`src/rtl/branch_resolve_unit_pkg.sv`:
```
// Shared types and constants for the EX-stage branch resolve unit and its BTB update queue.
package branch_pkg;

  localparam logic [31:0] PC_INC      = 32'd4;
  localparam logic [31:0] BTB_INVALID = 32'h0;

  typedef struct packed {
    logic [31:0] pc;
    logic [31:0] target;
  } btb_update_t;

  typedef enum logic {
    BR_IDLE,
    BR_FLUSH
  } br_state_e;

  function automatic logic [31:0] sat_inc(input logic [31:0] v);
    return (v == 32'hFFFF_FFFF) ? v : v + 32'd1;
  endfunction

endpackage

```
`src/rtl/branch_resolve_unit_btb_update_fifo.sv`:
```
// Synchronous FIFO of BTB write-backs; head is read straight from registered storage.
module btb_update_fifo
  import branch_pkg::*;
#(
  parameter int FIFO_DEPTH = 4
) (
  input  logic        clk_i,
  input  logic        rst_i,
  input  logic        push_i,
  input  btb_update_t push_data_i,
  input  logic        pop_i,
  output logic        full_o,
  output logic        empty_o,
  output btb_update_t head_o
);

  localparam int AW = $clog2(FIFO_DEPTH);

  btb_update_t mem_q [FIFO_DEPTH];
  btb_update_t mem_d [FIFO_DEPTH];
  logic [AW:0] wr_ptr_q, wr_ptr_d;
  logic [AW:0] rd_ptr_q, rd_ptr_d;
  logic        do_push, do_pop;

  always_comb begin
    empty_o = (wr_ptr_q == rd_ptr_q);
    full_o  = (wr_ptr_q[AW] != rd_ptr_q[AW]) && (wr_ptr_q[AW-1:0] == rd_ptr_q[AW-1:0]);
    do_pop  = pop_i && !empty_o;
    // A pop in the same cycle frees the slot, so a push to a full queue still lands.
    do_push = push_i && (!full_o || do_pop);
    wr_ptr_d = wr_ptr_q + (AW+1)'(do_push);
    rd_ptr_d = rd_ptr_q + (AW+1)'(do_pop);
    mem_d = mem_q;
    if (do_push) mem_d[wr_ptr_q[AW-1:0]] = push_data_i;
    head_o = empty_o ? '0 : mem_q[rd_ptr_q[AW-1:0]];
  end

  always_ff @(posedge clk_i) begin
    mem_q <= mem_d;
    if (!rst_i) begin
      wr_ptr_q <= '0;
      rd_ptr_q <= '0;
    end else begin
      wr_ptr_q <= wr_ptr_d;
      rd_ptr_q <= rd_ptr_d;
    end
  end

endmodule

```
`src/rtl/branch_resolve_unit.sv`:
```
// EX-stage branch resolution: mispredict detection, registered redirect, flush FSM,
// BTB write-back generation and saturating performance counters.
module branch_resolve_unit
  import branch_pkg::*;
#(
  parameter int N            = 10,
  parameter int FIFO_DEPTH   = 4,
  parameter int FLUSH_CYCLES = 2
) (
  input  logic        clk_i,
  input  logic        rst_i,
  input  logic        ex_valid_i,
  input  logic        ex_is_branch_i,
  input  logic        ex_is_jump_i,
  input  logic        ex_taken_i,
  input  logic [31:0] pc_ex_i,
  input  logic [31:0] ex_target_i,
  input  logic        ex_pred_hit_i,
  input  logic [31:0] ex_pred_target_i,
  output logic        redirect_valid_o,
  output logic [31:0] redirect_pc_o,
  output logic        flush_o,
  output logic        update_btb_address_o,
  input  logic        btb_ready_i,
  output logic [31:0] pc_btb_o,
  output logic [31:0] btb_address_value_o,
  output logic [31:0] branch_count_o,
  output logic [31:0] mispredict_count_o,
  output logic [31:0] drop_count_o
);

  localparam int CW = (FLUSH_CYCLES > 1) ? $clog2(FLUSH_CYCLES) : 1;

  br_state_e   state_q, state_d;
  logic [CW-1:0] flush_cnt_q, flush_cnt_d;
  logic        flush_q, flush_d;
  logic        redirect_valid_q, redirect_valid_d;
  logic [31:0] redirect_pc_q, redirect_pc_d;
  logic [31:0] branch_count_q, branch_count_d;
  logic [31:0] mispredict_count_q, mispredict_count_d;
  logic [31:0] drop_count_q, drop_count_d;

  logic        resolve, taken, mispredict, push_req, pop, fifo_full, fifo_empty;
  logic [31:0] seq_pc, actual_pc, predicted_pc;
  btb_update_t push_data, head;

  always_comb begin
    resolve      = ex_valid_i && (ex_is_branch_i || ex_is_jump_i) && (state_q == BR_IDLE);
    taken        = ex_is_jump_i || ex_taken_i;
    seq_pc       = pc_ex_i + PC_INC;
    actual_pc    = taken ? ex_target_i : seq_pc;
    predicted_pc = ex_pred_hit_i ? ex_pred_target_i : seq_pc;
    mispredict   = resolve && (actual_pc != predicted_pc);
    push_req     = resolve && ((taken && (!ex_pred_hit_i || (ex_pred_target_i != ex_target_i)))
                               || (!taken && ex_pred_hit_i));
    push_data.pc     = pc_ex_i;
    push_data.target = taken ? ex_target_i : BTB_INVALID;
    pop = !fifo_empty && btb_ready_i;

    state_d     = state_q;
    flush_cnt_d = flush_cnt_q;
    if (state_q == BR_IDLE) begin
      if (mispredict) begin
        state_d     = BR_FLUSH;
        flush_cnt_d = CW'(FLUSH_CYCLES - 1);
      end
    end else if (flush_cnt_q == '0) begin
      state_d = BR_IDLE;
    end else begin
      flush_cnt_d = flush_cnt_q - CW'(1);
    end
    flush_d = (state_d == BR_FLUSH);

    redirect_valid_d = mispredict;
    redirect_pc_d    = mispredict ? actual_pc : redirect_pc_q;

    branch_count_d     = resolve    ? sat_inc(branch_count_q)     : branch_count_q;
    mispredict_count_d = mispredict ? sat_inc(mispredict_count_q) : mispredict_count_q;
    drop_count_d       = (push_req && fifo_full && !pop) ? sat_inc(drop_count_q) : drop_count_q;
  end

  always_ff @(posedge clk_i) begin
    if (!rst_i) begin
      state_q            <= BR_IDLE;
      flush_cnt_q        <= '0;
      flush_q            <= 1'b0;
      redirect_valid_q   <= 1'b0;
      redirect_pc_q      <= '0;
      branch_count_q     <= '0;
      mispredict_count_q <= '0;
      drop_count_q       <= '0;
    end else begin
      state_q            <= state_d;
      flush_cnt_q        <= flush_cnt_d;
      flush_q            <= flush_d;
      redirect_valid_q   <= redirect_valid_d;
      redirect_pc_q      <= redirect_pc_d;
      branch_count_q     <= branch_count_d;
      mispredict_count_q <= mispredict_count_d;
      drop_count_q       <= drop_count_d;
    end
  end

  btb_update_fifo #(
    .FIFO_DEPTH(FIFO_DEPTH)
  ) u_fifo (
    .clk_i       (clk_i),
    .rst_i       (rst_i),
    .push_i      (push_req),
    .push_data_i (push_data),
    .pop_i       (pop),
    .full_o      (fifo_full),
    .empty_o     (fifo_empty),
    .head_o      (head)
  );

  assign redirect_valid_o     = redirect_valid_q;
  assign redirect_pc_o        = redirect_pc_q;
  assign flush_o              = flush_q;
  assign update_btb_address_o = !fifo_empty;
  assign pc_btb_o             = head.pc;
  assign btb_address_value_o  = head.target;
  assign branch_count_o       = branch_count_q;
  assign mispredict_count_o   = mispredict_count_q;
  assign drop_count_o         = drop_count_q;

endmodule

```
`config.mk`:
```
export PLATFORM = sky130hd
export DESIGN_NAME = branch_resolve_unit
export DESIGN_NICKNAME = d
export VERILOG_FILES = /design/src/rtl/branch_resolve_unit_pkg.sv /design/src/rtl/branch_resolve_unit_btb_update_fifo.sv /design/src/rtl/branch_resolve_unit.sv
export SDC_FILE = /design/constraint.sdc
export NUM_CORES = 1
export LEC_CHECK = 0
export ABC_AREA = 1
export BUFFER_PORTS_ARGS = -buffer_cell sky130_fd_sc_hd__buf_2
export CAP_MARGIN = 15
export CORE_MARGIN = 4
export CORE_UTILIZATION = 64
export CTS_BUF_LIST = sky130_fd_sc_hd__clkbuf_4
export DETAILED_ROUTE_END_ITERATION = 8
export PLACE_DENSITY = 0.88
export SYNTH_ARGS = -nofsm -noshare
export SYNTH_HDL_FRONTEND = slang
export SYNTH_HIERARCHICAL = 1
export SYNTH_SLANG_ARGS = --single-unit
```
`constraint.sdc`:
```
create_clock -name clk_i -period 10.8 [get_ports clk_i]
set_input_delay 1.62 -clock clk_i [delete_from_list [all_inputs] [get_ports clk_i]]
set_output_delay 1.62 -clock clk_i [all_outputs]
set_load 0.01 [all_outputs]
```
==> results of run 1 <==
layout by cell type (no fill, tap or decap), types with 15 or more instances in the layout:
cell type,n
a21oi_1,55
buf_2,298
buf_4,15
clkbuf_4,146
clkinv_1,21
dfxtp_1,135
edfxtp_1,256
inv_1,321
nand2_1,652
nand3_1,176
nand4_1,71
nor2_1,457
nor3_1,47
nor4_1,24
o21ai_0,193
o21ai_1,72
xnor2_1,33
xor2_1,38
cell type report:
type                    instances  area, um2
flip-flops and latches        393      10400
multi-input cells            1894       8760
fillers                      2544       8570
repair buffers                313       1600
inverters                     336       1260
clock buffers                 146       1100
well taps                     442        553
clock inverters                26        139
diodes                         13       32.5
cell families after synthesis:
logic type               count (synthesis)
AND/OR/NAND/NOR                       1478
buffers and inverters                  451
flip-flops                             393
AO/OA/AOI/OAI                          337
XOR/XNOR                                71
adder cells (fa/ha/maj)                  8
final timing paths:
check	slack [ps]	from	depth (start not counted)	endpoint
worst max register to register	6450	u_fifo/rd_ptr_q[0]	14	u_fifo/mem_q[49]
worst max-delay path	5470	ex_taken_i	14	redirect_pc_o[19]
worst min register to register	460	flush_cnt_q	2	flush_o
worst min-delay path	460	flush_cnt_q	2	flush_o
flip-flops by register name, summed over array words and instances, names as in the netlist:
name / cells
flush_o: 1
u_fifo/mem_q: 256
flush_cnt_q: 1
branch_count_o: 32
u_fifo/wr_ptr_q: 3
redirect_valid_o: 1
drop_count_o: 32
mispredict_count_o: 32
redirect_pc_o: 32
u_fifo/rd_ptr_q: 3
power groups by stage:
stage / Sequential, mW / Clock, mW / Combinational [mW]
CTS: 1.67 / 1.25 / 0.432
finish: 1.67 / 1.23 / 0.437
floorplan: 1.70 / 0 / 0.268
detailed placement: 1.70 / 0 / 0.429
global placement: 1.70 / 0 / 0.415
global route: 1.67 / 1.33 / 0.483
stage by stage:
step,util,setup slack (ps)
floorplan,-,4650
global placement,0.697,4900
detailed placement,0.697,4800
CTS,0.735,5600
global route,0.736,5140
finish,0.736,5470
worst max-delay path, stage by stage:
cell      delay, ps
buf_2           110
nor2_4          100
buf_4           670
inv_1           680
o21bai_1        390
xnor2_1          90
nor3_1          130
nand3_1         130
nor2_1          240
nand3_4         570
nand2_4         600
inv_2           340
nor2_1          190
nor2_1           70
layer usage:
layer / vias up / GRT usage
met1: 9072 / 0.421
met2: 959 / 0.534
met3: 172 / 0.108
met4: 26 / 0.128
li1: 9569 / -
met5: - / 0
==> reports/summary.txt, run 1 <==
CP Capture Type: register
IR drop worst, VDD: 0.0000911 V
clk buf depth: 3
mapped cell area: 0.0210 mm2
crit path kind: in2reg
die width: 189 um
Core Footprint: 0.0325 mm2
top post-synthesis cells by count: nand2_1 (652), nor2_1 (464), inv_1 (321), edfxtp_1 (256), o21ai_0 (193)
register area share after synthesis: 0.497
Yosys top cell by area: edfxtp_1
met3 wire len: 6820 um
Seq pwr share: 0.500
# hold bufs at CTS: 0
Worst EP required: 11,460 ps
syn_nets: 2,850
Comb pwr share: 0.131
Slew Limit Fails: 0
PortBufs: 298
die area: 0.0358 mm2
compound-gate portion of the synthesized area: 0.0821
Placer Congestion: 0.966
Final TNS setup: 0 ps
clock share of power: 0.369
CTS tree: done
Post-Syn Area per Cell: 7.67 um2
I/O pins: 299
clk root buf: clkbuf_4
area share of fa/ha/maj cells after synthesis: 0.00477
clock skew: 33.1 ps
Arrival @ worst endpoint: 5990 ps
final setup fails: 0
final total power: 3.33 mW
clock sinks: 393
Post-CTS Setup Bufs: 0
largest net degree at the start of global routing: 121
TritonCTS buffer count: 94
initial antenna violation count: 24
Finished Layout Cells: 3,563
grt ovf: 0
Hold WS: 463 ps
M1 wire length: 23,500 um
layout overhead on the synthesized area: 13.7%
NumNets Final: 3,144
1st-pass router iterations: 6
fin crit share: 0.493
Resized Gates After CTS: 0
count leader, synth: nand2_1
via count: 19,800
cell count after placement: 3,378
power density cells: 140 mW/mm2
simple-gate share of the synthesized area: 0.298
design area: 0.0239 mm2
ranking of synthesized cells by area: edfxtp_1 (37%), dfxtp_1 (13%), nand2_1 (12%)
Post-Place Cell Area: 0.0226 mm2
Detailed Route WL: 61,200 um
via count of the first global-routing pass: 18,600
hold crit path type: reg2reg
DR DRC count: 0
Final min period: 5330 ps
final antenna-violating net count: 0
maxcap violations: 0
mux share of post-synthesis cell area: 0
Yosys reg bits: 393
status: completed
EDFF count, synth: 256
count of final hold-check violations: 0
Async SR Flop Fraction: 0
area fraction of the dominant cell type after synthesis: 0.366
Worst Tran Pin Value: 1190 ps
largest family of logic cells by synthesized area: simple AND/OR/NAND/NOR gates
gr usage total: 0.332
f_max: 0.188 GHz
layout cells sized above 1: 0.168
P_sw: 0.913 mW
initial core utilization: 0.647
crit path max fanout: 84
1st-iter DRT viols: 2,049
number of library cell types mapped by synthesis: 40
Top Layer Used: met5
ys flop type: edfxtp_1
Chip Height: 189 um
Slew HR: 0.209
depth of the CTS H-tree: 3
Post-DP HPWL: 42,500 um
Clock Latency Late Sink: 780 ps
DR vias/cell: 5.56
Mapped Cells: 2,738
internal power: 2.42 mW
first-pass GRT wire length: 95,100 um
CTS clk-pin slew, worst paths: 70 ps
Ys Warns: 6
RSZ-0062 raised after global routing: no
Startpoint Class: primary input
switching share of power: 0.274
leakage: 10.7 nW
post-synthesis xor/xnor area fraction: 0.0296
DR WL met2: 28,400 um
wire per inst: 17.2 um
num rows: 66
(Power assumes the default switching activity.)
==> run 2, diff against run 1 <==
Settings changed: CORE_UTILIZATION 64 to 60, PLACE_DENSITY 0.88 to 0.83.
Clock period 10.8 ns to 5 ns, I/O delays scaled along.
==> run 2 against run 1 <==
Effect of this change: sequential share of layout area shrank 0.078 points; clock power increased by 110%; utilization down 4.3 points; largest cell class unchanged; highest routed layer unchanged.
==> reports/summary.txt, run 2 (same netlist as run 1, synthesis figures left out) <==
status: completed
most common cell after layout, fill and taps aside: nand2_1
via count of the first global-routing pass: 18,300 (-1.2%)
Resized Gates After CTS: 0 (unchanged)
CTS tree: done
Layout Utilization: 0.693 (-0.0433)
1st-iter DRT viols: 1,765 (-14%)
Startpoint Class: register
RSZ-0062 raised after global routing: no
Arrival @ worst endpoint: 3520 ps (-2470 ps)
DR vias/cell: 5.48 (-1.5%)
M1 wire length: 24,600 um (+4.7%)
Largest register FFs: 256 (unchanged)
Final min period: 4270 ps
Post-Place Cell Area: 0.0227 mm2 (+0.42%)
crit path kind: reg2out
Fill cells: 2,900 (+14%)
CP Capture Type: primary output
grt ovf: 0 (unchanged)
Top Layer Used: met5
Worst EP required: 4250 ps (-7210 ps)
Largest Register: u_fifo/mem_q
Worst Tran Pin Value: 1090 ps (-95.2 ps)
IR drop worst, VDD: 0.000209 V (+130%)
gr usage total: 0.311 (-0.0212)
layout overhead on the synthesized area: 14.0%
TritonCTS buffer count: 96 (+2.1%)
Clock Latency Late Sink: 800 ps (+20 ps)
via count: 19,600 (-1.2%)
initial antenna violation count: 19 (-21%)
num rows: 68 (+3.0%)
CTS clk-pin slew, worst paths: 70 ps (about the same)
Core Footprint: 0.0345 mm2 (+6.4%)
Slew HR: 0.272 (+0.0634)
Detailed Route WL: 60,700 um (-0.89%)
fin crit share: 0.855
crit path max fanout: 65 (-23%)
clock sinks: 393 (unchanged)
power density cells: 296 mW/mm2 (+110%)
cell count after placement: 3,393 (+0.44%)
DR WL met2: 27,600 um (-2.8%)
register area: 0.0104 mm2 (unchanged)
layout cells sized above 1: 0.168 (about the same)
count of final hold-check violations: 0 (unchanged)
commonest non-fill, non-tap cells in the layout: nand2_1 (652), nor2_1 (457), inv_1 (321), buf_2 (298), edfxtp_1 (256)
NumNets Final: 3,148 (+0.13%)
met3 wire len: 6290 um (-7.8%)
# hold bufs at CTS: 0 (unchanged)
design area: 0.0239 mm2 (+0.18%)
multi-input logic area: 0.00876 mm2 (unchanged)
depth of the CTS H-tree: 3 (unchanged)
I/O pins: 299 (unchanged)
Chip Height: 195 um (+3.1%)
DR DRC count: 0 (unchanged)
Slew Limit Fails: 0 (unchanged)
initial core utilization: 0.608 (-0.0391)
PortBufs: 298 (unchanged)
first-pass GRT wire length: 95,600 um (+0.44%)
DP Worst Slack: 1130 ps (-3670 ps)
Post-DP HPWL: 42,500 um (about the same)
final antenna-violating net count: 0 (unchanged)
clock skew: 52.3 ps (+19.3 ps)
leakage: 10.7 nW (about the same)
maxcap violations: 0 (unchanged)
final worst slack: 727 ps (-4750 ps)
final setup fails: 0 (unchanged)
die area: 0.0380 mm2 (+6.4%)
f_max: 0.234 GHz
die width: 195 um (+3.1%)
wire per inst: 17.0 um (-1.2%)
clk buf depth: 3 (unchanged)
1st-pass router iterations: 8 (+2)
Finished Layout Cells: 3,574 (+0.31%)
Post-CTS Setup Bufs: 0 (unchanged)
hold crit path type: in2reg
largest net degree at the start of global routing: 110 (-9.1%)
Placer Congestion: 0.972 (+0.57%)
clk root buf: clkbuf_4
Hold WS: 258 ps (-205 ps)
-- run 2: cell count changes in the layout (fill, tap and decap cells not counted), sizes merged --
cell | before | now
inv | 334 | 335
clkinvlp | 2 | 3
clkinv | 25 | 30
diode | 13 | 10
bufinv | 1 | 0
buf | 313 | 315
clkbuf | 146 | 139
-- run 2: final timing paths --
kind	startpoint	end	slack [ps]	depth (start not counted)
max	u_fifo/rd_ptr_q[0]	btb_address_value_o[10]	730	8
min	pc_ex_i[3]	u_fifo/mem_q[163]	260	1
max reg2reg	u_fifo/rd_ptr_q[0]	drop_count_o[0]	1140	11
min reg2reg	flush_cnt_q	flush_o	470	2
-- run 2: metrics by stage --
step,TNS (ps),power [mW]
after floorplan,-71850,4.26
after global placement,0,4.58
after detailed placement,0,4.60
after CTS,0,7.15
after global routing,0,7.45
final,0,7.09
-- run 2: area by class of cell --
cell class	count	share of cell area
Clock buffer	139	0.0436
Clock inverter	32	0.00617
Sequential cell	393	0.436
Multi-Input combinational cell	1894	0.366
Inverter	336	0.0528
Tap cell	455	0.0238
Timing Repair Buffer	315	0.0703
Antenna cell	10	0.00105
-- run 2: where the power goes --
part | internal, mW | switching (mW) | total [mW] | leakage [nW]
clock | 1.28 | 1.27 | 2.55 | 0.705
sequential | 3.56 | 0.0377 | 3.60 | 3.45
combinational | 0.290 | 0.655 | 0.944 | 6.58
total | 5.13 | 1.96 | 7.09 | 10.7
-- run 2: metal layers --
layer / vias up / GRT usage
met5: - / 0
met4: 20 / 0.134
met3: 130 / 0.0959
met2: 882 / 0.483
met1: 8957 / 0.406
li1: 9579 / -
-- run 2: critical path, cell delays in order (launching register included) --
cell,delay (ps)
dfxtp_4,510
clkinv_2,690
nand2_1,270
nand2_2,90
nand3_2,90
buf_4,570
nand2_1,210
inv_1,120
buf_2,130
